File: src/rtl/vpu_pkg.sv
`default_nettype none
// ============================================================================
// Module  : vpu_pkg
// Brief   : Shared SEW encodings, sequencer state type and SEW helper.
// Revision: 1.0  initial release
// ============================================================================
package vpu_pkg;

    localparam logic [1:0] c_sew_8  = 2'b00;
    localparam logic [1:0] c_sew_16 = 2'b01;
    localparam logic [1:0] c_sew_32 = 2'b10;

    typedef enum logic [0:0] {
        IDLE = 1'b0,
        RUN  = 1'b1
    } state_t;

    // The reserved encoding 2'b11 behaves as 32-bit elements.
    function automatic logic [2:0] sew_bytes(input logic [1:0] sew);
        case (sew)
            c_sew_8:  return 3'd1;
            c_sew_16: return 3'd2;
            default:  return 3'd4;
        endcase
    endfunction

endpackage
`default_nettype wire

File: src/rtl/vpu_byte_enable_gen.sv
`default_nettype none
// ============================================================================
// Module  : vpu_byte_enable_gen
// Brief   : Per-byte register write flags for one result beat.
// Revision: 1.0  initial release
// ============================================================================
module vpu_byte_enable_gen
    import vpu_pkg::*;
#(
    parameter int VLEN   = 128,
    parameter int NBEATS = VLEN / 32,
    parameter int IW     = (NBEATS > 1) ? $clog2(NBEATS) : 1,
    parameter int VLW    = $clog2(VLEN) + 1
) (
    input  logic [IW-1:0]     i_beat_idx,
    input  logic [VLW-1:0]    i_vl_eff,
    input  logic [1:0]        i_sew,
    input  logic              i_vm,
    input  logic [VLEN/8-1:0] i_mask,
    input  logic              i_mask_dest,
    output logic [VLEN/8-1:0] o_flag
);

    // Byte b only ever belongs to beat b/4, so every element index is a constant.
    generate
        for (genvar b = 0; b < VLEN / 8; b++) begin : g_byte
            localparam logic [IW-1:0]  c_beat = IW'(b / 4);
            localparam logic [VLW-1:0] c_e8   = VLW'(b);
            localparam logic [VLW-1:0] c_e16  = VLW'(b / 2);
            localparam logic [VLW-1:0] c_e32  = VLW'(b / 4);
            localparam logic [VLW-1:0] c_bit  = VLW'(8 * b);

            logic w_norm;

            always_comb begin
                case (i_sew)
                    c_sew_8:  w_norm = (c_e8  < i_vl_eff) && (i_vm || i_mask[b]);
                    c_sew_16: w_norm = (c_e16 < i_vl_eff) && (i_vm || i_mask[b / 2]);
                    default:  w_norm = (c_e32 < i_vl_eff) && (i_vm || i_mask[b / 4]);
                endcase
            end

            assign o_flag[b] = (i_beat_idx == c_beat) &&
                               (i_mask_dest ? (c_bit < i_vl_eff) : w_norm);
        end
    endgenerate

endmodule
`default_nettype wire

File: src/rtl/vector_writeback_sequencer.sv
`default_nettype none
// ============================================================================
// Module  : vector_writeback_sequencer
// Brief   : Turns a writeback job plus ALU result beats into register-file writes.
// Revision: 1.0  initial release
// ============================================================================
module vector_writeback_sequencer
    import vpu_pkg::*;
#(
    parameter int WIDTH = 32,
    parameter int VLEN  = 128
) (
    input  logic                     i_clk,
    input  logic                     i_rst,
    input  logic                     i_job_valid,
    output logic                     o_job_ready,
    input  logic [$clog2(WIDTH)-1:0] i_job_vd,
    input  logic [$clog2(VLEN):0]    i_job_vl,
    input  logic [1:0]               i_job_sew,
    input  logic                     i_job_vm,
    input  logic                     i_job_mask_dest,
    input  logic [VLEN-1:0]          i_mask,
    input  logic                     i_res_valid,
    output logic                     o_res_ready,
    input  logic [WIDTH-1:0]         i_res_data,
    output logic [WIDTH-1:0]         o_wr_data,
    output logic [VLEN/8-1:0]        o_wr_flag,
    output logic                     o_update_vreg,
    output logic                     o_update_mask,
    output logic [$clog2(WIDTH)-1:0] o_wr_addr,
    output logic                     o_busy,
    output logic                     o_done
);

    localparam int AW     = $clog2(WIDTH);
    localparam int VLW    = $clog2(VLEN) + 1;
    localparam int NBYTES = VLEN / 8;
    localparam int NBEATS = VLEN / 32;
    localparam int IW     = (NBEATS > 1) ? $clog2(NBEATS) : 1;
    localparam int CW     = VLW + 3;

    state_t              r_state;
    logic [AW-1:0]       r_vd;
    logic [1:0]          r_sew;
    logic                r_vm;
    logic                r_mask_dest;
    logic [NBYTES-1:0]   r_mask;
    logic [VLW-1:0]      r_vl_eff;
    logic [IW-1:0]       r_beat_idx;
    logic [IW-1:0]       r_beat_last;
    logic [WIDTH-1:0]    r_wr_data;
    logic [NBYTES-1:0]   r_wr_flag;
    logic                r_update_vreg;
    logic                r_update_mask;
    logic [AW-1:0]       r_wr_addr;
    logic                r_done;

    logic [VLW-1:0]      w_vlmax;
    logic [VLW-1:0]      w_vl_eff;
    logic [CW-1:0]       w_nbytes;
    logic [CW-1:0]       w_nbeats;
    logic [IW-1:0]       w_last;
    logic [NBYTES-1:0]   w_flag;
    logic                w_vd_nz;
    logic                w_unused_mask;

    // Only the first VLEN/8 mask bits can ever select an element.
    assign w_unused_mask = ^i_mask[VLEN-1:NBYTES];

    always_comb begin
        if (i_job_mask_dest) begin
            w_vlmax = VLW'(VLEN);
        end else begin
            case (i_job_sew)
                c_sew_8:  w_vlmax = VLW'(VLEN / 8);
                c_sew_16: w_vlmax = VLW'(VLEN / 16);
                default:  w_vlmax = VLW'(VLEN / 32);
            endcase
        end
        w_vl_eff = (i_job_vl > w_vlmax) ? w_vlmax : i_job_vl;
        w_nbytes = CW'(w_vl_eff) * CW'(sew_bytes(i_job_sew));
        if (i_job_mask_dest) begin
            w_nbeats = (CW'(w_vl_eff) + CW'(31)) >> 5;
        end else begin
            w_nbeats = (w_nbytes + CW'(3)) >> 2;
        end
        w_last = IW'(w_nbeats - CW'(1));
    end

    vpu_byte_enable_gen #(
        .VLEN (VLEN)
    ) u_byte_enable_gen (
        .i_beat_idx  (r_beat_idx),
        .i_vl_eff    (r_vl_eff),
        .i_sew       (r_sew),
        .i_vm        (r_vm),
        .i_mask      (r_mask),
        .i_mask_dest (r_mask_dest),
        .o_flag      (w_flag)
    );

    assign w_vd_nz = (r_vd != '0);

    always_ff @(posedge i_clk) begin
        if (i_rst) begin
            r_state       <= IDLE;
            r_vd          <= '0;
            r_sew         <= '0;
            r_vm          <= 1'b0;
            r_mask_dest   <= 1'b0;
            r_mask        <= '0;
            r_vl_eff      <= '0;
            r_beat_idx    <= '0;
            r_beat_last   <= '0;
            r_wr_data     <= '0;
            r_wr_flag     <= '0;
            r_update_vreg <= 1'b0;
            r_update_mask <= 1'b0;
            r_wr_addr     <= '0;
            r_done        <= 1'b0;
        end else begin
            r_update_vreg <= 1'b0;
            r_update_mask <= 1'b0;
            r_wr_flag     <= '0;
            r_done        <= 1'b0;
            case (r_state)
                IDLE: begin
                    if (i_job_valid) begin
                        r_vd        <= i_job_vd;
                        r_sew       <= i_job_sew;
                        r_vm        <= i_job_vm;
                        r_mask_dest <= i_job_mask_dest;
                        r_mask      <= i_mask[NBYTES-1:0];
                        r_vl_eff    <= w_vl_eff;
                        r_beat_idx  <= '0;
                        r_beat_last <= w_last;
                        if (w_vl_eff == '0) begin
                            r_done <= 1'b1;
                        end else begin
                            r_state <= RUN;
                        end
                    end
                end
                RUN: begin
                    if (i_res_valid) begin
                        r_wr_data     <= i_res_data;
                        // A normal job aimed at v0 still drains its beats but writes nothing.
                        r_wr_flag     <= (r_mask_dest || w_vd_nz) ? w_flag : '0;
                        r_wr_addr     <= r_mask_dest ? '0 : r_vd;
                        r_update_mask <= r_mask_dest;
                        r_update_vreg <= !r_mask_dest && w_vd_nz;
                        if (r_beat_idx == r_beat_last) begin
                            r_state <= IDLE;
                            r_done  <= 1'b1;
                        end else begin
                            r_beat_idx <= r_beat_idx + 1'b1;
                        end
                    end
                end
                default: r_state <= IDLE;
            endcase
        end
    end

    assign o_job_ready   = (r_state == IDLE);
    assign o_busy        = (r_state == RUN);
    assign o_res_ready   = (r_state == RUN);
    assign o_wr_data     = r_wr_data;
    assign o_wr_flag     = r_wr_flag;
    assign o_update_vreg = r_update_vreg;
    assign o_update_mask = r_update_mask;
    assign o_wr_addr     = r_wr_addr;
    assign o_done        = r_done;

endmodule
`default_nettype wire

File: config.mk
export PLATFORM = sky130hd
export DESIGN_NAME = vector_writeback_sequencer
export DESIGN_NICKNAME = d
export VERILOG_FILES = /design/src/rtl/vpu_pkg.sv /design/src/rtl/vpu_byte_enable_gen.sv /design/src/rtl/vector_writeback_sequencer.sv
export SDC_FILE = /design/constraint.sdc
export NUM_CORES = 1
export LEC_CHECK = 0
export BUFFER_PORTS_ARGS = -buffer_cell sky130_fd_sc_hd__buf_2
export CORE_ASPECT_RATIO = 0.7
export CORE_MARGIN = 5
export CORE_UTILIZATION = 49
export CTS_BUF_LIST = sky130_fd_sc_hd__clkbuf_4 sky130_fd_sc_hd__clkbuf_8 sky130_fd_sc_hd__clkbuf_16
export DETAILED_ROUTE_END_ITERATION = 7
export PLACE_DENSITY = 0.86
export SLEW_MARGIN = 20
export SYNTH_ARGS = -nofsm -noshare
export SYNTH_HDL_FRONTEND = slang
export SYNTH_HIERARCHICAL = 1
export SYNTH_SLANG_ARGS = --single-unit
export TNS_END_PERCENT = 100
File: constraint.sdc
create_clock -name i_clk -period 9.8 [get_ports i_clk]
set_input_delay 0.49 -clock i_clk [delete_from_list [all_inputs] [get_ports i_clk]]
set_output_delay 0.49 -clock i_clk [all_outputs]
set_load 0.005 [all_outputs]
==> flow_summary.json <==
{
  "slew_violations": 0,
  "clock_sinks": 94,
  "r2r_end": "o_wr_flag[1]$_SDFF_PP0_",
  "first_pass_iters": 6,
  "path_cells": "buf_2 -> nand2b_1 -> nor2_1 -> inv_1 -> ha_1 -> nor4bb_1 -> and2_1 -> a211oi_1 -> nor2_1 -> nand2_1 -> fa_1 -> inv_1 -> ha_1 -> inv_1 -> fa_1 -> xor2_1 -> xnor2_1 -> or2_2 -> mux2i_1 -> a211o_1 -> o211ai_1",
  "ys_seq_area_share_pct": 40.81,
  "critPathKind": "in2reg",
  "outcome": "complete, no violations",
  "min_to": "r_mask[14]$_SDFFE_PP0P_",
  "synth_edf_count": 0,
  "drcViolationCount": 0,
  "grt_pass1_wl_microns": 21570,
  "drt.antenna.violating_nets": 0,
  "fp.dieH_microns": 91.16,
  "cts_made_buffers": 9,
  "reg2regPathDepth": 5,
  "routedWlPerCell_microns": 15.47,
  "grt_antenna_before_repair": 1,
  "crit_fanout": 9,
  "synth.top_cells.by_count": "150 x nand2_1, 94 x dfxtp_1, 85 x a21oi_1",
  "area_growth_syn_to_layout_pct": 20.62,
  "fin_setup_tns_ns": 0,
  "port_buffers": 127,
  "worstPathRequired_ns": 10.03,
  "drtIter0Drc": 425,
  "synth_area_sq_mm": 0.004611,
  "clockBufferDepth": 2,
  "async_flop_share_pct": 0,
  "hold_buffers": 0,
  "postCtsSetupRepairBufs": 0,
  "cts_resized": 0,
  "gp_congestion": 0.9893,
  "cts-root-buf": "clkbuf_16",
  "cts_tree": "done",
  "holdCritPathClass": "in2reg",
  "finalHoldViolCount": 0,
  "cts_max_level": 3,
  "worstSetupEndpointType": "register",
  "rows": 29,
  "track_usage_pct": 22.46,
  "cp_num_cells": 21,
  "fill_cells": 809,
  "slew_headroom_pct": 46.54,
  "hold_slack_ns": 0.3742,
  "yosysTopAreaCellShare_pct": 40.81,
  "drv_cap": 0,
  "rsz0062_at_grt": "false",
  "clk-insertion-delay-late_ns": 0.35,
  "synth-main-ff-cell": "dfxtp_1",
  "setup_viol": 0,
  "yosys_warnings": 6,
  "r2r_start": "r_vl_eff[3]$_SDFFE_PP0P_",
  "fin_skew_ns": 0.01044,
  "fin_crit_sh_pct": 45.26,
  "drt_wl_total_microns": 12910,
  "synth_seq_cells": 94,
  "avgViaCountPerCell": 5.620,
  "nets": 895,
  "fmax_ghz": 0.2254,
  "fp.dieW_microns": 125.9,
  "cp_top_family": "simple AND/OR/NAND/NOR gates",
  "holdPathStages": 3,
  "path_buf_inv": 4,
  "reg2reg_setup_slack_ns": 7.59,
  "p_per_area_mw_per_mm2": 163.3,
  "grt_pass1_vias": 4549,
  "core-area_sq_mm": 0.009107,
  "initial_utilization_pct": 50.63,
  "worstHoldStart": "i_mask[14]",
  "crit_slowest_cell": "fa_1",
  "grt_max_degree": 65,
  "avgSynthCellArea_sq_um": 7.646,
  "worst_ir_drop_vdd_uv": 131.4,
  "drive_above_1_share_pct": 23.07,
  "cp-start-kind": "input port",
  "cp_slowest_stage_delay_ns": 0.49,
  "grt-ovfl-total": 0,
  "cts.clk_slew.worst_paths_ns": 0.07,
  "period_needed_ns": 4.436,
  "dieArea_sq_mm": 0.01148,
  "syn_nets": 792,
  "num_antenna_cells": 0,
  "vias": 4693,
  "design.portCount": 240,
  "tightest_slew_ns": 0.7945,
  "arrival_ns": 4.66,
  "synth_largest_area_cell": "dfxtp_1",
  "synth.area.top_cells": "dfxtp_1 41%, nand2_1 12%, a21oi_1 9.2%, nor2_1 3.7%, and2_1 2.6%",
  "synth_cells": 603,
  "synth_most_common_cell": "nand2_1",
  "synthDistinctLibCells": 65,
  "post-dp-hpwl_microns": 9559,
  "crit_top_cell": "inv_1",
  "leakagePower_nw": 2.308
}
-- sequential cells by signal, indices dropped and copies added (netlist names) --
name           count
o_busy             1
o_done             1
o_update_mask      1
o_update_vreg      1
o_wr_addr          5
o_wr_data         32
o_wr_flag         16
r_beat_idx         2
r_beat_last        2
r_mask            16
r_mask_dest        1
r_sew              2
r_vd               5
r_vl_eff           8
r_vm               1
-- logic make-up after synthesis --
group                      after synthesis  share of synthesized area [%]
adders and majority gates                8                          2.497
DFF                                     94                          40.81
xor gates and xnor gates                 5                         0.9500
AOI/OAI and AO/OA                      156                          21.36
muxes                                    4                         0.8684
buffers and inverters                   52                          4.885
and+or+nand+nor                        284                          28.63
-- where the power goes --
| group | internal (mW) | switching (mW) | total, mW |
|---|---|---|---|
| sequential | 0.400 | 0.0229 | 0.423 |
| combinational | 0.0617 | 0.0924 | 0.154 |
| clock | 0.184 | 0.148 | 0.332 |
| total | 0.645 | 0.263 | 0.908 |
-- tightest hold or removal path, stage by stage --
cell and delay (ns):
buf_2 0.09, nand2_1 0.05, a21oi_1 0.05
-- worst max path at each step --
stage                    start                     endpoint  slack, ns
4_1_cts        i_job_mask_dest  r_beat_last[1]$_SDFFE_PP0P_       5.42
5_1_grt        i_job_mask_dest  r_beat_last[1]$_SDFFE_PP0P_       5.11
3_3_place_gp   i_job_mask_dest  r_beat_last[1]$_SDFFE_PP0P_       5.15
3_5_place_dp   i_job_mask_dest  r_beat_last[1]$_SDFFE_PP0P_       5.04
6_report          i_job_sew[1]  r_beat_last[1]$_SDFFE_PP0P_       5.36
2_1_floorplan     i_job_sew[1]  r_beat_last[1]$_SDFFE_PP0P_       5.51
-- routing by layer --
layer  GRT usage (%)  up-vias  routed length, microns
met5               0        -                      13
met1           29.80     2151                    5633
met4           5.804        2                     197
li1                -     2294                       -
met2           35.44      216                    5781
met3           7.449       30                    1288
-- cell type report --
| type | instances | area, sq um | share of cell area [%] |
|---|---|---|---|
| well taps | 124 | 155.1 | 2.790 |
| clock inverters | 5 | 41.29 | 0.7424 |
| flip-flops and latches | 94 | 1882 | 33.84 |
| multi-input cells | 457 | 2515 | 45.22 |
| inverters | 11 | 41.29 | 0.7424 |
| repair buffers | 133 | 680.7 | 12.24 |
| clock buffers | 11 | 246.5 | 4.432 |
-- cell usage in the layout, fill, tap and decap left out, types with 6 or more instances in the layout --
master | Yosys | routed
a211oi_1 | 13 | 13
a21oi_1 | 85 | 85
and2_1 | 19 | 19
buf_2 | 6 | 127
buf_4 | 2 | 6
clkbuf_16 | 0 | 9
dfxtp_1 | 94 | 94
ha_1 | 6 | 6
inv_1 | 10 | 10
nand2_1 | 150 | 150
nand3_1 | 11 | 11
nand3b_1 | 7 | 7
nor2_1 | 45 | 45
nor3_1 | 14 | 14
nor4_1 | 8 | 8
o21ai_0 | 12 | 12
-- per-stage QoR --
| stage | total power [mW] | setup WS (ns) | utilization, % | instances | instance area (sq um) |
|---|---|---|---|---|---|
| 2_1_floorplan | 0.5313 | 5.513 | - | 603 | 4611 |
| 3_3_place_gp | 0.5773 | 5.145 | 57.81 | 819 | 5265 |
| 3_5_place_dp | 0.5813 | 5.043 | 57.81 | 819 | 5265 |
| 4_1_cts | 0.9128 | 5.418 | 60.97 | 835 | 5553 |
| 5_1_grt | 0.9518 | 5.107 | 61.07 | 835 | 5562 |
| 6_report | 0.9084 | 5.364 | 61.07 | 835 | 5562 |
No activity file was read; power rests on OpenSTA's default activity.
